$ cat config.mk
export PLATFORM = sky130hd
export DESIGN_NAME = dmac_ch_sched
export DESIGN_NICKNAME = d
export VERILOG_FILES = /design/src/rtl/dmac_ch_sched.sv
export SDC_FILE = /design/constraint.sdc
export NUM_CORES = 1
export LEC_CHECK = 0
export BUFFER_PORTS_ARGS = -buffer_cell sky130_fd_sc_hd__buf_2
export CORE_ASPECT_RATIO = 1.2
export CORE_MARGIN = 2
export CORE_UTILIZATION = 45
export CTS_BUF_LIST = sky130_fd_sc_hd__clkbuf_2
export DETAILED_ROUTE_END_ITERATION = 12
export PLACE_DENSITY = 0.78
export SKIP_CTS_REPAIR_TIMING = 1
export SYNTH_ARGS = -nofsm -noshare
export SYNTH_HDL_FRONTEND = slang
export SYNTH_SLANG_ARGS = --single-unit
$ cat constraint.sdc
create_clock -name clk -period 12.7 [get_ports clk]
set_input_delay 1.27 -clock clk [delete_from_list [all_inputs] [get_ports clk]]
set_output_delay 1.27 -clock clk [all_outputs]
set_load 0.05 [all_outputs]
$ cat src/rtl/dmac_ch_sched.sv
`default_nettype none
// dmac_ch_sched: round-robin scheduler that multiplexes N_CH DMA channels onto one transfer engine.
// Captures start pulses, snapshots the winner's source/destination/length and runs the engine handshake.
module dmac_ch_sched #(
  parameter int N_CH = 4
) (
  input  logic               clk,
  input  logic               rst_n,
  input  logic [N_CH-1:0]    start_i,
  input  logic [N_CH*32-1:0] src_addr_i,
  input  logic [N_CH*32-1:0] dst_addr_i,
  input  logic [N_CH*16-1:0] byte_len_i,
  output logic [N_CH-1:0]    done_o,
  output logic               eng_start_o,
  output logic [31:0]        eng_src_addr_o,
  output logic [31:0]        eng_dst_addr_o,
  output logic [15:0]        eng_byte_len_o,
  input  logic               eng_done_i,
  output logic               busy_o,
  output logic [2:0]         cur_ch_o
);

  typedef enum logic [1:0] {
    IDLE      = 2'd0,
    ISSUE     = 2'd1,
    WAIT_BUSY = 2'd2,
    WAIT_DONE = 2'd3
  } state_t;

  state_t          state;
  state_t          state_n;
  logic [N_CH-1:0] pending;
  logic [N_CH-1:0] accept;
  logic [N_CH-1:0] grant_mask;
  logic [N_CH-1:0] set_done;
  logic [2:0]      rr_ptr;
  logic [2:0]      win_ch;
  logic            win_found;
  logic [31:0]     win_src;
  logic [31:0]     win_dst;
  logic [15:0]     win_len;
  logic            grant;
  logic            complete;

  // A channel that is pending or in flight has done_o low, so its start pulses fall away here.
  assign accept = start_i & done_o;

  always_comb begin : arb
    int idx;
    idx       = 0;
    win_found = 1'b0;
    win_ch    = 3'd0;
    win_src   = 32'd0;
    win_dst   = 32'd0;
    win_len   = 16'd0;
    for (int k = 1; k <= N_CH; k++) begin
      idx = int'(rr_ptr) + k;
      if (idx >= N_CH) idx = idx - N_CH;
      if (!win_found && pending[idx]) begin
        win_found = 1'b1;
        win_ch    = 3'(idx);
        win_src   = src_addr_i[32*idx +: 32];
        win_dst   = dst_addr_i[32*idx +: 32];
        win_len   = byte_len_i[16*idx +: 16];
      end
    end
  end

  always_comb begin : fsm
    state_n  = state;
    grant    = 1'b0;
    complete = 1'b0;
    case (state)
      IDLE: begin
        if (win_found && eng_done_i) begin
          grant = 1'b1;
          // Zero-length requests finish on the grant itself and never wake the engine.
          if (win_len != 16'd0) state_n = ISSUE;
        end
      end
      ISSUE:     state_n = WAIT_BUSY;
      WAIT_BUSY: if (!eng_done_i) state_n = WAIT_DONE;
      WAIT_DONE: begin
        if (eng_done_i) begin
          complete = 1'b1;
          state_n  = IDLE;
        end
      end
      default:   state_n = IDLE;
    endcase
  end

  always_comb begin : masks
    grant_mask = '0;
    set_done   = '0;
    if (grant) grant_mask = N_CH'(1) << win_ch;
    if (grant && win_len == 16'd0) set_done = set_done | grant_mask;
    if (complete) set_done = set_done | (N_CH'(1) << cur_ch_o);
  end

  always_ff @(posedge clk or negedge rst_n) begin
    if (!rst_n) state <= IDLE;
    else        state <= state_n;
  end

  always_ff @(posedge clk or negedge rst_n) begin
    if (!rst_n) begin
      pending        <= '0;
      done_o         <= '1;
      rr_ptr         <= 3'(N_CH - 1);
      eng_start_o    <= 1'b0;
      eng_src_addr_o <= 32'd0;
      eng_dst_addr_o <= 32'd0;
      eng_byte_len_o <= 16'd0;
      busy_o         <= 1'b0;
      cur_ch_o       <= 3'd0;
    end else begin
      pending     <= (pending | accept) & ~grant_mask;
      done_o      <= (done_o & ~accept) | set_done;
      eng_start_o <= (state_n == ISSUE);
      busy_o      <= (state_n != IDLE);
      if (grant) begin
        eng_src_addr_o <= win_src;
        eng_dst_addr_o <= win_dst;
        eng_byte_len_o <= win_len;
        cur_ch_o       <= win_ch;
        rr_ptr         <= win_ch;
      end
    end
  end

endmodule
`default_nettype wire
==> out/qor.log <==
[worst_setup_path] start of the worst register-to-register path rr_ptr[0]$_DFFE_PN1P_
[sta] Layout Skew 0.0522 ns
[synth] area fraction in compound gates after synthesis 19.4%
[pwr] static power due to leakage 6.28 nW
[synth] count of flip-flops with a built-in enable after synthesis 0
[placed_design] HPWL after DPL 32.1 mm
[run] # Max-Cap Violations 0
[worst_setup_path] crit-path max FO 70
[worst_setup_path] r2r endpoint state[0]$_DFF_PN0_
[sta] smallest hold slack 0.484 ns
[synth] yosys warns 0
[sta] Tmin final 5.75 ns
[sta] setup repair after global routing missed its margin false
[floorplanning] floorplan core area 30,300 um^2
[routing] number of vias per cell 7.10
[sta] pins over their slew limit 0
[global_routing] first-pass GRT wire length 71.5 mm
[synth] synthesized flop and latch total 97
[clock_tree] clock sink total 97
[sta] fin worst setup slack 6.95 ns
[sta] total of endpoints with negative setup slack in the final report 0
[min_path] worst min path class in -> async
[synth] library cells used by synthesis 62
[clock_tree] H-tree lvl count 3
[worst_setup_path] crit path kind reg -> reg
[worst_setup_path] Crit path arrival time 6.42 ns
[cells_and_area] area growth from synthesis to layout 16.0%
[routing] initial drt markers 1,590
[sta] top achievable clock speed 174 MHz
[global_routing] total global routing track utilization 28.3%
[global_routing] via count of the first global-routing pass 13,215
[cells_and_area] filler instances 2,737
[floorplanning] die extent in x 164 um
[floorplanning] height of the die 195 um
[synth] Synth Area in Adders 0.637%
[routing] detail-routed net length per standard cell 24.2 um
[cells_and_area] final net count 1,828
[sta] relative max-transition margin 25.7%
[cells_and_area] most common cell after layout, fill and taps aside sky130_fd_sc_hd__buf_2
[sta] period utilization 45.2%
[floorplanning] number of standard-cell rows in the floorplan 70
[synth] primary flip-flop cell chosen by synthesis mapping sky130_fd_sc_hd__dfrtp_1
[clock_tree] CTS tree yes
[status] status completed
[cells_and_area] share of layout cells above drive strength 1 50.8%
[synth] mux share of post-synthesis cell area 49.0%
[routing] total number of vias 13,527
[synth] Synth Cell Area 13,700 um^2
[clock_tree] clock edge transition at the registers on the reported setup and hold paths 0.36 ns
[clock_tree] TritonCTS Buffers 9
[cells_and_area] most frequent cells in the layout sky130_fd_sc_hd__buf_2, sky130_fd_sc_hd__mux4_2, sky130_fd_sc_hd__a22oi_1
[synth] post-synth net total 1,536
[pwr] total power divided by cell area 306 nW/um^2
[pwr] worst ir drop on vdd 0.179 mV
[clock_tree] Clk Latency, worst-skew pair 0.69 ns
[global_routing] GRT Residual Overflow 0
[clock_tree] buffer cell driving the clock tree root sky130_fd_sc_hd__clkbuf_2
[sta] Slew @ Worst Pin 1.11 ns
[synth] fraction of the mapped netlist area in simple logic gates 7.43%
[synth] mean area per synthesized cell 11.4 um^2
[worst_setup_path] crit path capture type flop
[synth] XOR/XNOR Fraction of Synth Area 0.191%
[routing] post-route ant nets 0
[routing] length of the first detailed-routing pass in iterations 5
[synth] number of instances in the synthesized netlist 1,202
[routing] Post-Route WL 46.2 mm
[global_routing] number of antenna violations at the first check in global routing 11
[synth] asr flop ratio synth 100%
[placed_design] worst slack at placement 6.82 ns
[routing] DRC violations left 0
[worst_setup_path] Setup crit start kind flop
[sta] final hold vios 0
[floorplanning] number of ports placed on the die boundary 416
[synth] sequential area share after synthesis 17.7%
[sta] Fin Setup TNS 0 ns
[worst_setup_path] slack of the worst reg-to-reg path 6.95 ns
[global_routing] pin count of the biggest net entering global routing 103
[placed_design] IO buf count 415
[worst_setup_path] Worst R2R Path Depth 10
[floorplanning] starting density of the core 45.4%
[floorplanning] full die area 32,000 um^2
[synth] main combinational cell family by area after synthesis multiplexers
[placed_design] Placer Congestion 0.892
[clock_tree] buffer depth of the longest clock path 2
[cells_and_area] Layout Utilization 52.6%
[worst_setup_path] endpoint required time on the critical path 13.37 ns
## synth_stat cells (3+ instances only)
master	count	area, um^2
sky130_fd_sc_hd__mux4_2	268	6040
sky130_fd_sc_hd__a22oi_1	117	878
sky130_fd_sc_hd__nor2_1	92	345
sky130_fd_sc_hd__dfrtp_1	91	2280
sky130_fd_sc_hd__nand2_1	84	315
sky130_fd_sc_hd__clkbuf_1	74	278
sky130_fd_sc_hd__a31oi_1	67	419
sky130_fd_sc_hd__buf_2	49	245
sky130_fd_sc_hd__mux2i_1	45	450
sky130_fd_sc_hd__o211ai_1	32	240
sky130_fd_sc_hd__mux2_2	22	248
sky130_fd_sc_hd__o22ai_1	22	138
sky130_fd_sc_hd__a21oi_1	18	90.1
sky130_fd_sc_hd__a2111o_1	16	180
sky130_fd_sc_hd__a311oi_1	16	140
sky130_fd_sc_hd__o2111ai_1	16	140
sky130_fd_sc_hd__and2_1	15	93.8
sky130_fd_sc_hd__buf_1	14	52.6
sky130_fd_sc_hd__inv_1	13	48.8
sky130_fd_sc_hd__o21ai_0	12	60.1
sky130_fd_sc_hd__o21ai_1	12	60.1
sky130_fd_sc_hd__o221ai_1	12	105
sky130_fd_sc_hd__buf_4	9	67.6
sky130_fd_sc_hd__ha_1	7	87.6
sky130_fd_sc_hd__buf_6	6	67.6
sky130_fd_sc_hd__dfstp_2	6	158
sky130_fd_sc_hd__nand2b_1	6	37.5
sky130_fd_sc_hd__nor2b_1	5	31.3
sky130_fd_sc_hd__a211oi_1	3	22.5
sky130_fd_sc_hd__clkbuf_2	3	15.0
sky130_fd_sc_hd__nand3_1	3	15.0
sky130_fd_sc_hd__nor3_1	3	15.0
sky130_fd_sc_hd__nor4_2	3	37.5
sky130_fd_sc_hd__o221a_1	3	33.8
sky130_fd_sc_hd__xor2_1	3	26.3
## where the power goes
part	switching [mW]	total (mW)	internal [mW]
combinational	2.36	4.08	1.72
clock	0.139	0.169	0.0301
sequential	0.170	0.634	0.464
total	2.67	4.88	2.22
## flip-flops by register name, summed over array words and instances (netlist names), 2 cells and up
| name | cells |
|---|---|
| cur_ch_o | 3 |
| done_o | 4 |
| eng_byte_len_o | 16 |
| eng_dst_addr_o | 32 |
| eng_src_addr_o | 32 |
| pending | 4 |
| rr_ptr | 2 |
| state | 2 |
## metal layers
metal / part of all wire (%) / global-route usage [%]
met5: 0.074 / 0
met4: 3.6 / 11.9
met1: 37 / 36.6
met2: 49 / 46.6
met3: 10 / 5.56
## worst max-delay path by stage
stage	start	end	slack, ns	depth (start not counted)
after floorplan	rr_ptr[1]$_DFFE_PN1P_	state[0]$_DFF_PN0_	7.86	18
after global placement	rr_ptr[0]$_DFFE_PN1P_	done_o[2]$_DFF_PN1_	6.87	10
after detailed placement	rr_ptr[0]$_DFFE_PN1P_	done_o[2]$_DFF_PN1_	6.82	10
after CTS	rr_ptr[0]$_DFFE_PN1P_	state[0]$_DFF_PN0_	6.83	10
after global routing	rr_ptr[0]$_DFFE_PN1P_	state[0]$_DFF_PN0_	6.51	10
final	rr_ptr[0]$_DFFE_PN1P_	state[0]$_DFF_PN0_	6.95	10
## final cells by class
cell class / count / area, um^2 / area share [%]
sequential: 97 / 2440 / 15.3
clock buffer: 9 / 45.0 / 0.283
inverter: 15 / 56.3 / 0.353
antenna: 10 / 25.0 / 0.157
tap: 396 / 495 / 3.11
multi-input combinational: 935 / 10600 / 66.4
timing repair buffer: 436 / 2240 / 14.0
clock inverter: 7 / 60.1 / 0.377
## cell families (layout without fill, tap and decap cells)
group,after synthesis,count (layout)
AO/OA/AOI/OAI,363,363
multiplexers,335,335
other,0,10
flip-flops,97,97
AND/OR/NAND/NOR,227,227
adder cells (fa/ha/maj),7,7
XOR/XNOR,3,3
buffers and inverters,170,467
## stage by stage
step / total power [mW] / std cells / instance area [um^2]
after global routing: 5.22 / 1903 / 15900
after floorplan: 3.90 / 1202 / 13700
after global placement: 4.59 / 1879 / 15800
after detailed placement: 4.69 / 1879 / 15800
final: 4.88 / 1905 / 15900
after CTS: 4.87 / 1895 / 15900
## worst max-delay path, cell delays in order (launching register included)
cell and delay [ns]:
sky130_fd_sc_hd__dfstp_4 1.12, sky130_fd_sc_hd__buf_4 0.70, sky130_fd_sc_hd__buf_4 0.85, sky130_fd_sc_hd__and2b_1 0.29
sky130_fd_sc_hd__or4_1 0.46, sky130_fd_sc_hd__a21oi_4 0.89, sky130_fd_sc_hd__buf_4 0.69, sky130_fd_sc_hd__a2111o_1 0.29
sky130_fd_sc_hd__nor4_1 0.08, sky130_fd_sc_hd__nand4_2 0.20, sky130_fd_sc_hd__a22o_1 0.16
Power figures use the tool's default switching activity.
